<file path="src/rtl/mmio_responder_if.sv">
// mmio_responder_if: processor bus plus TX byte stream of the MMIO responder.
//   Processor side : adr, writedata, memwrite (in to responder),
//                    sel, readdata (out, combinational from adr).
//   TX stream      : tx_data, tx_valid (out), tx_ready (in).
// Handshake: a byte transfers on a rising clk edge where tx_valid & tx_ready
// are both high; while tx_valid is high and tx_ready is low, tx_data and
// tx_valid hold steady.
// The master modport is the system side: the CPU bus driver together with
// the console consumer that owns tx_ready.
interface mmio_responder_if;
    logic [31:0] adr;
    logic [31:0] writedata;
    logic        memwrite;
    logic        sel;
    logic [31:0] readdata;
    logic [7:0]  tx_data;
    logic        tx_valid;
    logic        tx_ready;

    modport master (
        output adr, writedata, memwrite, tx_ready,
        input  sel, readdata, tx_data, tx_valid
    );

    modport slave (
        input  adr, writedata, memwrite, tx_ready,
        output sel, readdata, tx_data, tx_valid
    );
endinterface

</file>
<file path="src/rtl/mmio_responder.sv">
// mmio_responder: memory-mapped peripheral on the multicycle MIPS bus.
// Registers (16-byte window at BASE_ADDR):
//   0x0 TXDATA  read 0 / write pushes writedata[7:0] into the TX FIFO
//   0x4 STATUS  read {count[3:0], overflow, empty, full} in bits [6:0]
//               write: writedata[2]=1 clears the sticky overflow flag
//   0x8 CTRL    read/write irq_en in bit 0
//   0xC CYCLES  free-running cycle counter, writable
// Ports:
//   clk    rising-edge clock
//   reset  asynchronous active-low reset
//   bus    slave side of mmio_responder_if (processor bus + TX stream)
//   irq    TX-drained interrupt: irq_en & FIFO empty
module mmio_responder #(
    parameter logic [31:0] BASE_ADDR  = 32'hFFFF_0000,
    parameter int          FIFO_DEPTH = 4   // power of 2, 2..16
) (
    input  logic                clk,
    input  logic                reset,
    mmio_responder_if.slave     bus,
    output logic                irq
);

    localparam int AW = $clog2(FIFO_DEPTH);
    localparam int CW = AW + 1;             // count must reach FIFO_DEPTH
    localparam logic [CW-1:0] DEPTH_C = CW'(FIFO_DEPTH);

    localparam logic [1:0] IDX_TXDATA = 2'd0;
    localparam logic [1:0] IDX_STATUS = 2'd1;
    localparam logic [1:0] IDX_CTRL   = 2'd2;
    localparam logic [1:0] IDX_CYCLES = 2'd3;

    logic [7:0]    mem [FIFO_DEPTH];
    logic [AW-1:0] rd_ptr;
    logic [AW-1:0] wr_ptr;
    logic [CW-1:0] count;
    logic          overflow;
    logic          irq_en;
    logic [31:0]   cycles;

    logic [1:0]    reg_idx;
    logic          wr;
    logic          full;
    logic          empty;
    logic          pop;
    logic          push_req;
    logic          push_ok;
    logic [4:0]    count_ext;

    // ---------------- decode ----------------
    assign bus.sel  = (bus.adr[31:4] == BASE_ADDR[31:4]);
    assign reg_idx  = bus.adr[3:2];
    assign wr       = bus.memwrite & bus.sel;

    // ---------------- FIFO control ----------------
    assign full      = (count == DEPTH_C);
    assign empty     = (count == '0);
    assign bus.tx_valid = !empty;
    assign bus.tx_data  = mem[rd_ptr];
    assign pop       = bus.tx_valid & bus.tx_ready;
    assign push_req  = wr & (reg_idx == IDX_TXDATA);
    // A pop in the same cycle frees the slot, so a push into a full FIFO
    // is still accepted when the consumer is taking the head.
    assign push_ok   = push_req & (!full | pop);

    assign irq = irq_en & empty;

    // Storage has no reset: contents are meaningless while count is 0.
    always_ff @(posedge clk) begin
        if (push_ok) begin
            mem[wr_ptr] <= bus.writedata[7:0];
        end
    end

    always_ff @(posedge clk or negedge reset) begin
        if (!reset) begin
            rd_ptr <= '0;
            wr_ptr <= '0;
            count  <= '0;
        end else begin
            // Power-of-2 depth: pointer overflow is the modulo wrap.
            if (pop) begin
                rd_ptr <= rd_ptr + AW'(1);
            end
            if (push_ok) begin
                wr_ptr <= wr_ptr + AW'(1);
            end
            if (push_ok && !pop) begin
                count <= count + CW'(1);
            end else if (!push_ok && pop) begin
                count <= count - CW'(1);
            end
        end
    end

    // ---------------- status / control registers ----------------
    always_ff @(posedge clk or negedge reset) begin
        if (!reset) begin
            overflow <= 1'b0;
            irq_en   <= 1'b0;
        end else begin
            // Set and clear target different registers, so they never collide.
            if (push_req && !push_ok) begin
                overflow <= 1'b1;
            end else if (wr && (reg_idx == IDX_STATUS) && bus.writedata[2]) begin
                overflow <= 1'b0;
            end
            if (wr && (reg_idx == IDX_CTRL)) begin
                irq_en <= bus.writedata[0];
            end
        end
    end

    // Cycle counter: a load replaces the increment for that edge.
    always_ff @(posedge clk or negedge reset) begin
        if (!reset) begin
            cycles <= '0;
        end else if (wr && (reg_idx == IDX_CYCLES)) begin
            cycles <= bus.writedata;
        end else begin
            cycles <= cycles + 32'd1;
        end
    end

    // ---------------- read mux (side-effect free) ----------------
    assign count_ext = 5'(count);

    always_comb begin
        bus.readdata = 32'd0;
        if (bus.sel) begin
            case (reg_idx)
                IDX_TXDATA: bus.readdata = 32'd0;
                IDX_STATUS: bus.readdata = {25'd0, count_ext[3:0], overflow, empty, full};
                IDX_CTRL:   bus.readdata = {31'd0, irq_en};
                IDX_CYCLES: bus.readdata = cycles;
                default:    bus.readdata = 32'd0;
            endcase
        end
    end

endmodule

</file>
<file path="src/flat_wrapper.sv">
// flat-port wrapper written by rule: the top's interface ports become plain ports
module mmio_responder_flat 
#(
    parameter logic [31:0] BASE_ADDR  = 32'hFFFF_0000,
    parameter int          FIFO_DEPTH = 4                       
)
  (clk, reset, irq, bus_adr, bus_writedata, bus_memwrite, bus_tx_ready, bus_sel, bus_readdata, bus_tx_data, bus_tx_valid);
  mmio_responder_if bus_i ();
  input  logic clk;
  input  logic reset;
  output logic irq;
  input wire logic [$bits(bus_i.adr)-1:0] bus_adr;
  input wire logic [$bits(bus_i.writedata)-1:0] bus_writedata;
  input wire logic [$bits(bus_i.memwrite)-1:0] bus_memwrite;
  input wire logic [$bits(bus_i.tx_ready)-1:0] bus_tx_ready;
  output wire logic [$bits(bus_i.sel)-1:0] bus_sel;
  output wire logic [$bits(bus_i.readdata)-1:0] bus_readdata;
  output wire logic [$bits(bus_i.tx_data)-1:0] bus_tx_data;
  output wire logic [$bits(bus_i.tx_valid)-1:0] bus_tx_valid;
  assign bus_i.adr = bus_adr;
  assign bus_i.writedata = bus_writedata;
  assign bus_i.memwrite = bus_memwrite;
  assign bus_i.tx_ready = bus_tx_ready;
  assign bus_sel = bus_i.sel;
  assign bus_readdata = bus_i.readdata;
  assign bus_tx_data = bus_i.tx_data;
  assign bus_tx_valid = bus_i.tx_valid;
  mmio_responder #(.BASE_ADDR(BASE_ADDR), .FIFO_DEPTH(FIFO_DEPTH)) u_core (.clk(clk), .reset(reset), .bus(bus_i), .irq(irq));
endmodule
</file>
<file path="config.mk">
export PLATFORM = sky130hd
export DESIGN_NAME = mmio_responder_flat
export DESIGN_NICKNAME = d
export VERILOG_FILES = /design/src/rtl/mmio_responder_if.sv /design/src/rtl/mmio_responder.sv /design/src/flat_wrapper.sv
export SDC_FILE = /design/constraint.sdc
export NUM_CORES = 1
export LEC_CHECK = 0
export CORE_MARGIN = 1
export CORE_UTILIZATION = 35
export DETAILED_ROUTE_END_ITERATION = 12
export SETUP_SLACK_MARGIN = 0.05
export SLEW_MARGIN = 20
export SYNTH_ARGS = -nofsm -noshare
export SYNTH_HDL_FRONTEND = slang
export SYNTH_SLANG_ARGS = --single-unit
</file>
<file path="constraint.sdc">
create_clock -name clk -period 2.2 [get_ports clk]
set_input_delay 0.22 -clock clk [delete_from_list [all_inputs] [get_ports clk]]
set_output_delay 0.22 -clock clk [all_outputs]
set_load 0.01 [all_outputs]
</file>
=== Word level (Yosys, flattened, before mapping) ===
Memories as Yosys holds them, arrays and structs flattened.
Index checks and enable logic that the tools add are counted.

* Add/subtract/negate cells: 5
* Multipliers: 0
* Divide/modulo/power cells: 0
* $lt $le $gt $ge: 0
* Eq/ne operators: 5
* Shift operators: 0
* Muxes and demuxes: 9
* Bitwise gates (word level): 6
* Reduce and logical (&&, ||, !) cells: 15

{| class="wikitable"
|+ Operator list
! cell !! number
|-
| $pmux 32 s4 || 1
|-
| $mux 32 || 2
|-
| $add 32x1->32 const B || 1
|-
| $eq 28x28->1 const B || 1
|-
| $logic_and 1x1->1 || 7
|-
| $mux 3 || 2
|-
| $and 1x1->1 || 5
|-
| $add 2x1->2 const B || 2
|-
| $eq 2x2->1 const B || 2
|-
| $logic_not 1->1 || 4
|-
| $mux 1 || 4
|-
| $reduce_bool 2->1 || 2
|-
| $add 3x1->3 const B || 1
|-
| $eq 3x3->1 const B || 1
|-
| $logic_not 3->1 || 1
|-
| $sub 3x1->3 const B || 1
|-
| $eq 2x1->1 const B || 1
|-
| $logic_not 2->1 || 1
|-
| $or 1x1->1 || 1
|}

* Bits in registers: 41
* Bits in latches: 0
* Bits in writable memories: 32
* ROM bits: 0
* Output and inout bits: 43
* Logic and storage cells: 47
* Memories kept: 1

{| class="wikitable"
|+ Memories
! name !! depth !! width !! rd ports !! clocked after memory_dff !! write ports !! line !! RTL
|-
| u_core.mem || 4 || 8 || 1 || 0 || 1 || mmio_responder.sv:32 || <nowiki>logic [7:0] mem [FIFO_DEPTH];</nowiki>
|}

=== Depth between registers and ports, before layout ===
Gate-level depths: netlist of the first run.

* Word-level depth: 9
* Gate-level depth with buffers: 12
* Depth with buffers taken out: 10

=== Worst setup path before layout of the first run ===
OpenSTA, ideal clock, no wires.

* Path kind: input port to flip-flop
* From: input port bus_adr[13]
* To: register u_core.count[2]
* Arrival time: 2.615 ns
* Data required time: 2.121 ns
* Path slack: -0.494 ns
* Stages: 12
* Buffers on the path: 2
* Cell sequence: or4b_1 -> nor4_1 -> and2_1 -> buf_4 -> and4bb_1 -> buf_4 -> ha_1 -> inv_1 -> fa_1 -> xor2_1 -> nor2_1 -> xor2_1

* Cells in the longest elaborated chain, start to end: 7
* Elaborated cells between the ends (all ways): 9
* Classes of those cells: 1 x eq/ne; 1 x mux; 3 x bitwise; 4 x reduce/logical

{| class="wikitable"
|+ Ends and longest elaborated chain
! what !! line !! RTL
|-
| from (decl) || flat_wrapper.sv:12 || <nowiki>input wire logic [$bits(bus_i.adr)-1:0] bus_adr;</nowiki>
|-
| $eq 28x28->1 * || mmio_responder.sv:50 || <nowiki>assign bus.sel = (bus.adr[31:4] == BASE_ADDR[31:4]);</nowiki>
|-
| via bus_sel || flat_wrapper.sv:16 || <nowiki>output wire logic [$bits(bus_i.sel)-1:0] bus_sel;</nowiki>
|-
| $and 1x1->1 * || mmio_responder.sv:52 || <nowiki>assign wr = bus.memwrite & bus.sel;</nowiki>
|-
| $and 1x1->1 * || mmio_responder.sv:60 || <nowiki>assign push_req = wr & (reg_idx == IDX_TXDATA);</nowiki>
|-
| $and 1x1->1 * || mmio_responder.sv:63 || <nowiki>assign push_ok = push_req & (!full | pop);</nowiki>
|-
| via u_core.push_ok || mmio_responder.sv:46 || <nowiki>logic push_ok;</nowiki>
|-
| $logic_not 1->1 || mmio_responder.sv:89 || <nowiki>end else if (!push_ok && pop) begin</nowiki>
|-
| $logic_and 1x1->1 || mmio_responder.sv:89 ||
|-
| $reduce_bool 2->1 (no line) || - ||
|-
| to (signal assigned) || mmio_responder.sv:88 || <nowiki>count <= count + CW'(1);</nowiki>
|-
| to (signal assigned) || mmio_responder.sv:90 || <nowiki>count <= count - CW'(1);</nowiki>
|-
| to (decl) || mmio_responder.sv:35 || <nowiki>logic [CW-1:0] count;</nowiki>
|}

Mark *: on every way through the listed nets, which the timed path passes. The rest lies on a longest branch.
A chain may end at the register's enable or synchronous reset.

=== Worst setup path in the final report of the first run ===
* From: input port bus_adr[6]
* To: output port bus_readdata[17]

* Cells in the longest elaborated chain, start to end: 2

{| class="wikitable"
|+ Ends and longest elaborated chain
! what !! line !! RTL
|-
| $eq 28x28->1 || mmio_responder.sv:50 ||
|-
| $mux 32 || mmio_responder.sv:129 || <nowiki>if (bus.sel) begin</nowiki>
|-
| to (decl) || flat_wrapper.sv:17 || <nowiki>output wire logic [$bits(bus_i.readdata)-1:0] bus_readdata;</nowiki>
|}

Every way passes these cells.

==> reports/metrics.cfg, run 1 <==
[cts]
clock-sinks = 73
h-tree-depth = 3
clkSlewWorstSetupHoldPaths_ns = 0.08
cts_buffer_depth = 2
cts_tree = built
cts.root.buffer_cell = clkbuf_8
cts_buffers = 9
clk_latency_ns = 0.34

[critical_path]
worstSetupEndpointType = output port
r2r-end = u_core.count[1]
cp.arrival_ns = 2.13
ff2ff_setup_slack_ns = 0.10
r2r_start = u_core.count[1]
crit_chain = clkbuf_2, or4_4, nor4_4, and2_4, buf_4, and3_4, buf_8, buf_6, and2_4, buf_6
crit_slowest_cell = or4_4
cp_max_fo = 7
path_buf_inv = 5
max_stage_delay_ns = 0.53
reg2regPathDepth = 8
crit_type = input port to output port
critPathLaunchType = input port
required_ns = 1.98
path_delay_family = simple AND/OR/NAND/NOR gates

[global_route]
grt_start_max_net_pins = 42
grt_pass1_wl_um = 15000
grt_remaining_overflow = 0
grt_pass1_vias = 3169
antenna_found_initial = 0
grt_use_total_pct = 17.3

[synth]
synthesis.area_um2 = 3740
synthFlopType = dfrtp_1
yosys.area.top_type = dfrtp_1
syn_area_per_cell_um2 = 11.0
synth_edf_count = 32
synth.net_count = 414
synthDominantCellAreaShare_pct = 27.4
synth_area_leaders = dfrtp_1 (27%), edfxtp_1 (26%), and2_1 (5.5%)
synth_cell_type_count = 35
synth_cells = 339
yosys_register_bits = 73
ys_seq_area_share_pct = 53.1
async_reset_ff_share_pct = 56.2
synth_warnings = 0

[power_and_ir_drop]
p_leak_uw = 0.00233
finalPower_uw = 2650
p_per_area_nw_per_um2 = 477
peakVddDrop_v = 0.000305

[finish]
fin_nets = 555
mostFrequentLayoutCells = clkdlybuf4s50_1 (53), dfrtp_1 (40), nor2_1 (35)
fill_cells = 909
diodes = 0
design_area_um2 = 5570
area_growth_pct = 48.9
layout_commonest_cell = clkdlybuf4s50_1
drive_above_1_share_pct = 30.9

[sta]
max-slew-margin-rel_pct = 70.0
skew_ns = 0.0122
hold_slack_ns = 0.303
period_minus_slack_ns = 2.35
setup_ws_ns = -0.155
rsz0062_at_grt = true
max_freq_ghz = 0.425
finalHoldViolCount = 0
fin_crit_sh_pct = 107
drv_slew = 0
worstMarginPinSlew_ns = 0.449
setup_viol = 28
setup_tns_ns = -2.19

[route]
wl_per_cell_um = 14.9
viasPerCell = 4.79
routed_wl_um = 9250
detail-route-antenna-nets = 0
drtPass1Iterations = 4
drtIter0Drc = 96
vias = 2977
drc = 0

[placement]
dpl.hpwl_um = 6480
placed_area_um2 = 5150
dpl_worst_slack_ns = -0.804
portBuffers = 108
gp_congestion = 0.775

[outcome]
violations = negative setup slack
status = finished, violations left

[floorplan]
die_x_um = 105
dieArea_um2 = 11100
num_rows = 37
boundaryPins = 111
core_area_um2 = 10300
fp.dieH_um = 105
initial_core_util_pct = 36.2

[flow_run]
drv_cap = 0

[min_path]
hold_class = input port to async pin

-- registers in the layout, summed over array words and instances, names as in the netlist --
name             flops
u_core.overflow      1
u_core.count         3
u_core.irq_en        1
u_core.rd_ptr        2
u_core.mem          32
u_core.cycles       32
u_core.wr_ptr        2
-- worst reg2reg max path: cells and delay by family, from the launching register on --
family / cells / cell delay [ns]
fa+ha+maj: 2 / 0.58
buf+inv: 1 / 0.05
flops: 1 / 0.45
mux: 1 / 0.27
simple gates: 4 / 0.64
-- synth_stat cells, types with 3 or more instances --
cell type	count
edfxtp_1	32
a21oi_1	32
nand4_1	14
nor3_1	7
nand2_1	12
ha_1	6
mux2_2	3
mux4_2	8
clkbuf_1	10
and2_1	33
or3_1	3
mux2i_1	4
dfrtp_1	41
xor2_1	16
nand3_1	12
nor2_1	48
xnor2_1	20
buf_4	3
inv_1	8
and3_1	6
-- cell families (layout without fill, tap and decap cells) --
group	Yosys count	in the layout	share of synthesized area, %
AO/OA/AOI/OAI	35	35	4.82
XOR/XNOR	36	36	8.43
adder cells (fa/ha/maj)	7	7	2.54
buffers and inverters	24	170	3.11
flip-flops	73	73	53.1
multiplexers	16	16	7.09
AND/OR/NAND/NOR	148	148	20.8
-- what timing repair did --
action                                 in CTS  in global routing
setup endpoints to repair                  70                103
resized for setup                         203                 49
hold buffers                                1                  0
setup buffers                              15                  2
pin swaps                                  14                  7
gates cloned                                2                  1
endpoints found under the hold margin      14                  0
-- layer usage --
layer	up-vias	share of wire, %	routed length [µm]	global-route usage (%)
met2	78	48	4420	28.5
met4	0	2.5	231	8.15
met1	1409	46	4230	21.9
met5	-	0	0	0
li1	1472	-	-	-
met3	18	3.9	361	3.15
-- how the worst max path moves through the flow --
stage	startpoint	to	slack [ns]	cells past startpoint
2_1_floorplan	bus_adr[6]	u_core.count[2]	-0.38	12
3_3_place_gp	bus_adr[6]	u_core.count[2]	-0.73	11
3_5_place_dp	bus_adr[6]	u_core.count[2]	-0.80	11
4_1_cts	bus_adr[15]	u_core.count[2]	-0.19	12
5_1_grt	bus_adr[6]	u_core.count[2]	-0.24	12
6_report	bus_adr[6]	bus_readdata[17]	-0.15	10
-- stage by stage --
| step | instances | utilization [%] |
|---|---|---|
| after floorplan | 339 | - |
| final | 621 | 53.9 |
| after CTS | 627 | 53.5 |
| after global routing | 621 | 53.9 |
| after global placement | 593 | 49.9 |
| after detailed placement | 593 | 49.9 |
-- power breakdown --
part           internal (µW)  switching (µW)
Sequential              1420         0.00400
Combinational            104            58.0
Clock                    534             537
Total                   2060             595
-- final cells by class --
class,count,area (µm²),area share (%)
Clock buffer,9,124,2.22
Multi-Input combinational cell,242,1810,32.5
Sequential cell,73,1990,35.7
Inverter,8,30.0,0.539
Clock inverter,7,76.3,1.37
Timing Repair Buffer,146,1370,24.6
Tap cell,136,170,3.06
No activity file was read; power rests on OpenSTA's default activity.
==> inputs of run 2 (changes only) <==
CORE_UTILIZATION = 43   (was 35)
PLACE_DENSITY = 0.77   (was default)
==> reports/metrics.cfg, run 2 (synthesis results as in run 1) <==
[power_and_ir_drop]
finalPower_uw = 2760  ; was 2650 µW
combPwrFrac_pct = 5.7  ; was 6.1%
internal-power_uw = 2200  ; was 2060 µW
p_sw_share_pct = 20.4  ; was 22.4%
p_leak_uw = 0.00234  ; was 0.00233 µW
peakVddDrop_v = 0.000328  ; was 0.000305 V
clock_power_share_pct = 42.8  ; was 40.3%
p_per_area_nw_per_um2 = 500  ; was 477 nW/µm²
p_seq_share_pct = 51.5  ; was 53.6%
switching_power_uw = 564  ; was 595 µW

[route]
vias = 3002  ; was 2977
drc = 0  ; unchanged
drtIter0Drc = 116  ; was 96
detail-route-antenna-nets = 0  ; unchanged
routed_wl_um = 9000  ; was 9250 µm
viasPerCell = 5.15  ; was 4.79
wl_per_cell_um = 15.4  ; was 14.9 µm
drtPass1Iterations = 4  ; unchanged

[global_route]
use_met3_pct = 3.83  ; was 3.15%
grt_remaining_overflow = 0  ; unchanged
grt_use_total_pct = 21.2  ; was 17.3%
grt_start_max_net_pins = 42  ; unchanged
grt-busiest-layer = met2  ; unchanged
met1_usage_pct = 28.8  ; was 21.9%
grt_pass1_vias = 2958  ; was 3169
antenna_found_initial = 0  ; unchanged
grt_pass1_wl_um = 14200  ; was 15000 µm
gr-usage-met2_pct = 34.5  ; was 28.5%

[floorplan]
num_rows = 33  ; was 37
boundaryPins = 111  ; unchanged
dieArea_um2 = 9070  ; was 11100 µm²
die_x_um = 95.2  ; was 105 µm
initial_core_util_pct = 45.0  ; was 36.2%
fp.dieH_um = 95.2  ; was 105 µm
core_area_um2 = 8300  ; was 10300 µm²

[finish]
fin_nets = 548  ; was 555
diodes = 0  ; unchanged
mostFrequentLayoutCells = clkdlybuf4s50_1 (52), nor2_1 (46), dfrtp_1 (40)  ; was clkdlybuf4s50_1 (53), dfrtp_1 (40), nor2_1 (35)
design_area_um2 = 5530  ; was 5570 µm²
layout_commonest_cell = clkdlybuf4s50_1  ; unchanged
area_growth_pct = 47.9  ; was 48.9%
fill_cells = 618  ; was 909
reg_top3 = u_core.cycles: 32 flops, u_core.mem: 32 flops, u_core.count: 3 flops  ; unchanged
drive_above_1_share_pct = 29.9  ; was 30.9%

[cts]
h-tree-depth = 3  ; unchanged
clock-sinks = 73  ; unchanged
cts_buffer_depth = 2  ; unchanged
cts.root.buffer_cell = clkbuf_8  ; unchanged
clkSlewWorstSetupHoldPaths_ns = 0.08  ; about the same
cts_buffers = 9  ; unchanged
cts_tree = built  ; unchanged
clk_latency_ns = 0.34  ; about the same

[sta]
rsz0062_at_grt = true  ; unchanged
drv_slew = 0  ; unchanged
worstMarginPinSlew_ns = 0.519  ; was 0.449 ns
finalHoldViolCount = 0  ; unchanged
max-slew-margin-rel_pct = 65.4  ; was 70.0%
setup_tns_ns = -1.37  ; was -2.19 ns
setup_viol = 24  ; was 28
max_freq_ghz = 0.425  ; about the same
skew_ns = 0.0104  ; was 0.0122 ns
setup_ws_ns = -0.152  ; was -0.155 ns
fin_crit_sh_pct = 107  ; about the same
period_minus_slack_ns = 2.35  ; about the same

[critical_path]
critPathLaunchType = input port  ; unchanged
crit_type = input port to register  ; was input port to output port
required_ns = 2.42  ; was 1.98 ns
worstSetupEndpointType = register  ; was output port
r2r_start = u_core.count[1]  ; unchanged
startpoint = bus_adr[15]  ; was bus_adr[6]
cp_max_fo = 2  ; was 7
cp.arrival_ns = 2.58  ; was 2.13 ns

[placement]
gp_congestion = 0.812  ; was 0.775
dpl.hpwl_um = 6310  ; was 6480 µm
portBuffers = 108  ; unchanged
placed_area_um2 = 5090  ; was 5150 µm²

[flow_run]
drv_cap = 0  ; unchanged

[outcome]
status = finished, violations left  ; unchanged
violations = negative setup slack  ; unchanged

[min_path]
hold_class = input port to register  ; was input port to async pin
hp-start = bus_writedata[21]

-- run 2: metal layers --
metal | routed length (µm) | part of all wire, % | vias to the layer above
li1 | - | - | 1464
met1 | 3890 | 43 | 1427
met2 | 4520 | 50 | 100
met3 | 463 | 5.1 | 11
met4 | 123 | 1.4 | 0
met5 | 0 | 0 | -
-- run 2: layout make-up --
type                            count  area [µm²]  share of cell area, %
Clock buffer                       10         138                   2.49
Clock inverter                      6        90.1                   1.63
Inverter                            8        30.0                  0.543
Multi-Input combinational cell    242        1790                   32.3
Sequential cell                    73        1990                   36.0
Tap cell                          105         131                   2.38
Timing Repair Buffer              139        1370                   24.7
-- run 2: final timing paths --
| kind | to | slack [ns] | depth (start not counted) |
|---|---|---|---|
| setup / recovery | u_core.count[2] | -0.15 | 12 |
| hold / removal | u_core.cycles[21] | 0.44 | 3 |
| setup reg to reg | u_core.count[1] | 0.10 | 8 |
| hold reg to reg | u_core.overflow | 0.52 | 1 |
| max in group asynchronous | u_core.count[1] | 1.35 | 3 |
| min in group asynchronous | u_core.cycles[14] | 0.46 | 3 |
-- run 2: per-stage QoR --
step           hold WS, ns  utilization [%]  worst slack, ns  cells
2_1_floorplan      -0.0756                -           -0.384    339
3_3_place_gp         0.323             61.3           -0.697    559
3_5_place_dp         0.319             61.3           -0.782    559
4_1_cts              0.435             65.1           -0.172    585
5_1_grt              0.449             66.6           -0.216    583
6_report             0.442             66.6           -0.152    583
-- run 2: power by group through the flow --
stage	Combinational [µW]	Clock (µW)	Sequential, µW
after floorplan	14.7	0	1450
after global placement	164	0	1450
after detailed placement	166	0	1450
after CTS	161	1200	1420
after global routing	171	1250	1420
final	159	1180	1420
-- run 2: repair_timing --
action | in CTS | in global routing
pin swaps | 16 | 7
hold buffers | 1 | 0
endpoints found under the setup margin | 70 | 73
cloned | 3 | 0
hold endpoints to repair | 41 | 0
buffers inserted | 6 | 2
resized for setup | 192 | 61
-- run 2: critical path, cell delays in order --
cell and delay [ns]:
buf_6 0.09, or4b_4 0.54, nor4_4 0.29, and2_4 0.19
buf_6 0.09, and4bb_2 0.27, ha_4 0.14, inv_2 0.03
fa_2 0.32, xor2_1 0.16, nor2_1 0.08, xor2_1 0.16
==> inputs of run 3 (changes only) <==
CTS_CLUSTER_SIZE = 25   (was default)
==> results of run 3 <==
Same layout as run 2: the final DEF is identical, and so are final timing and power.
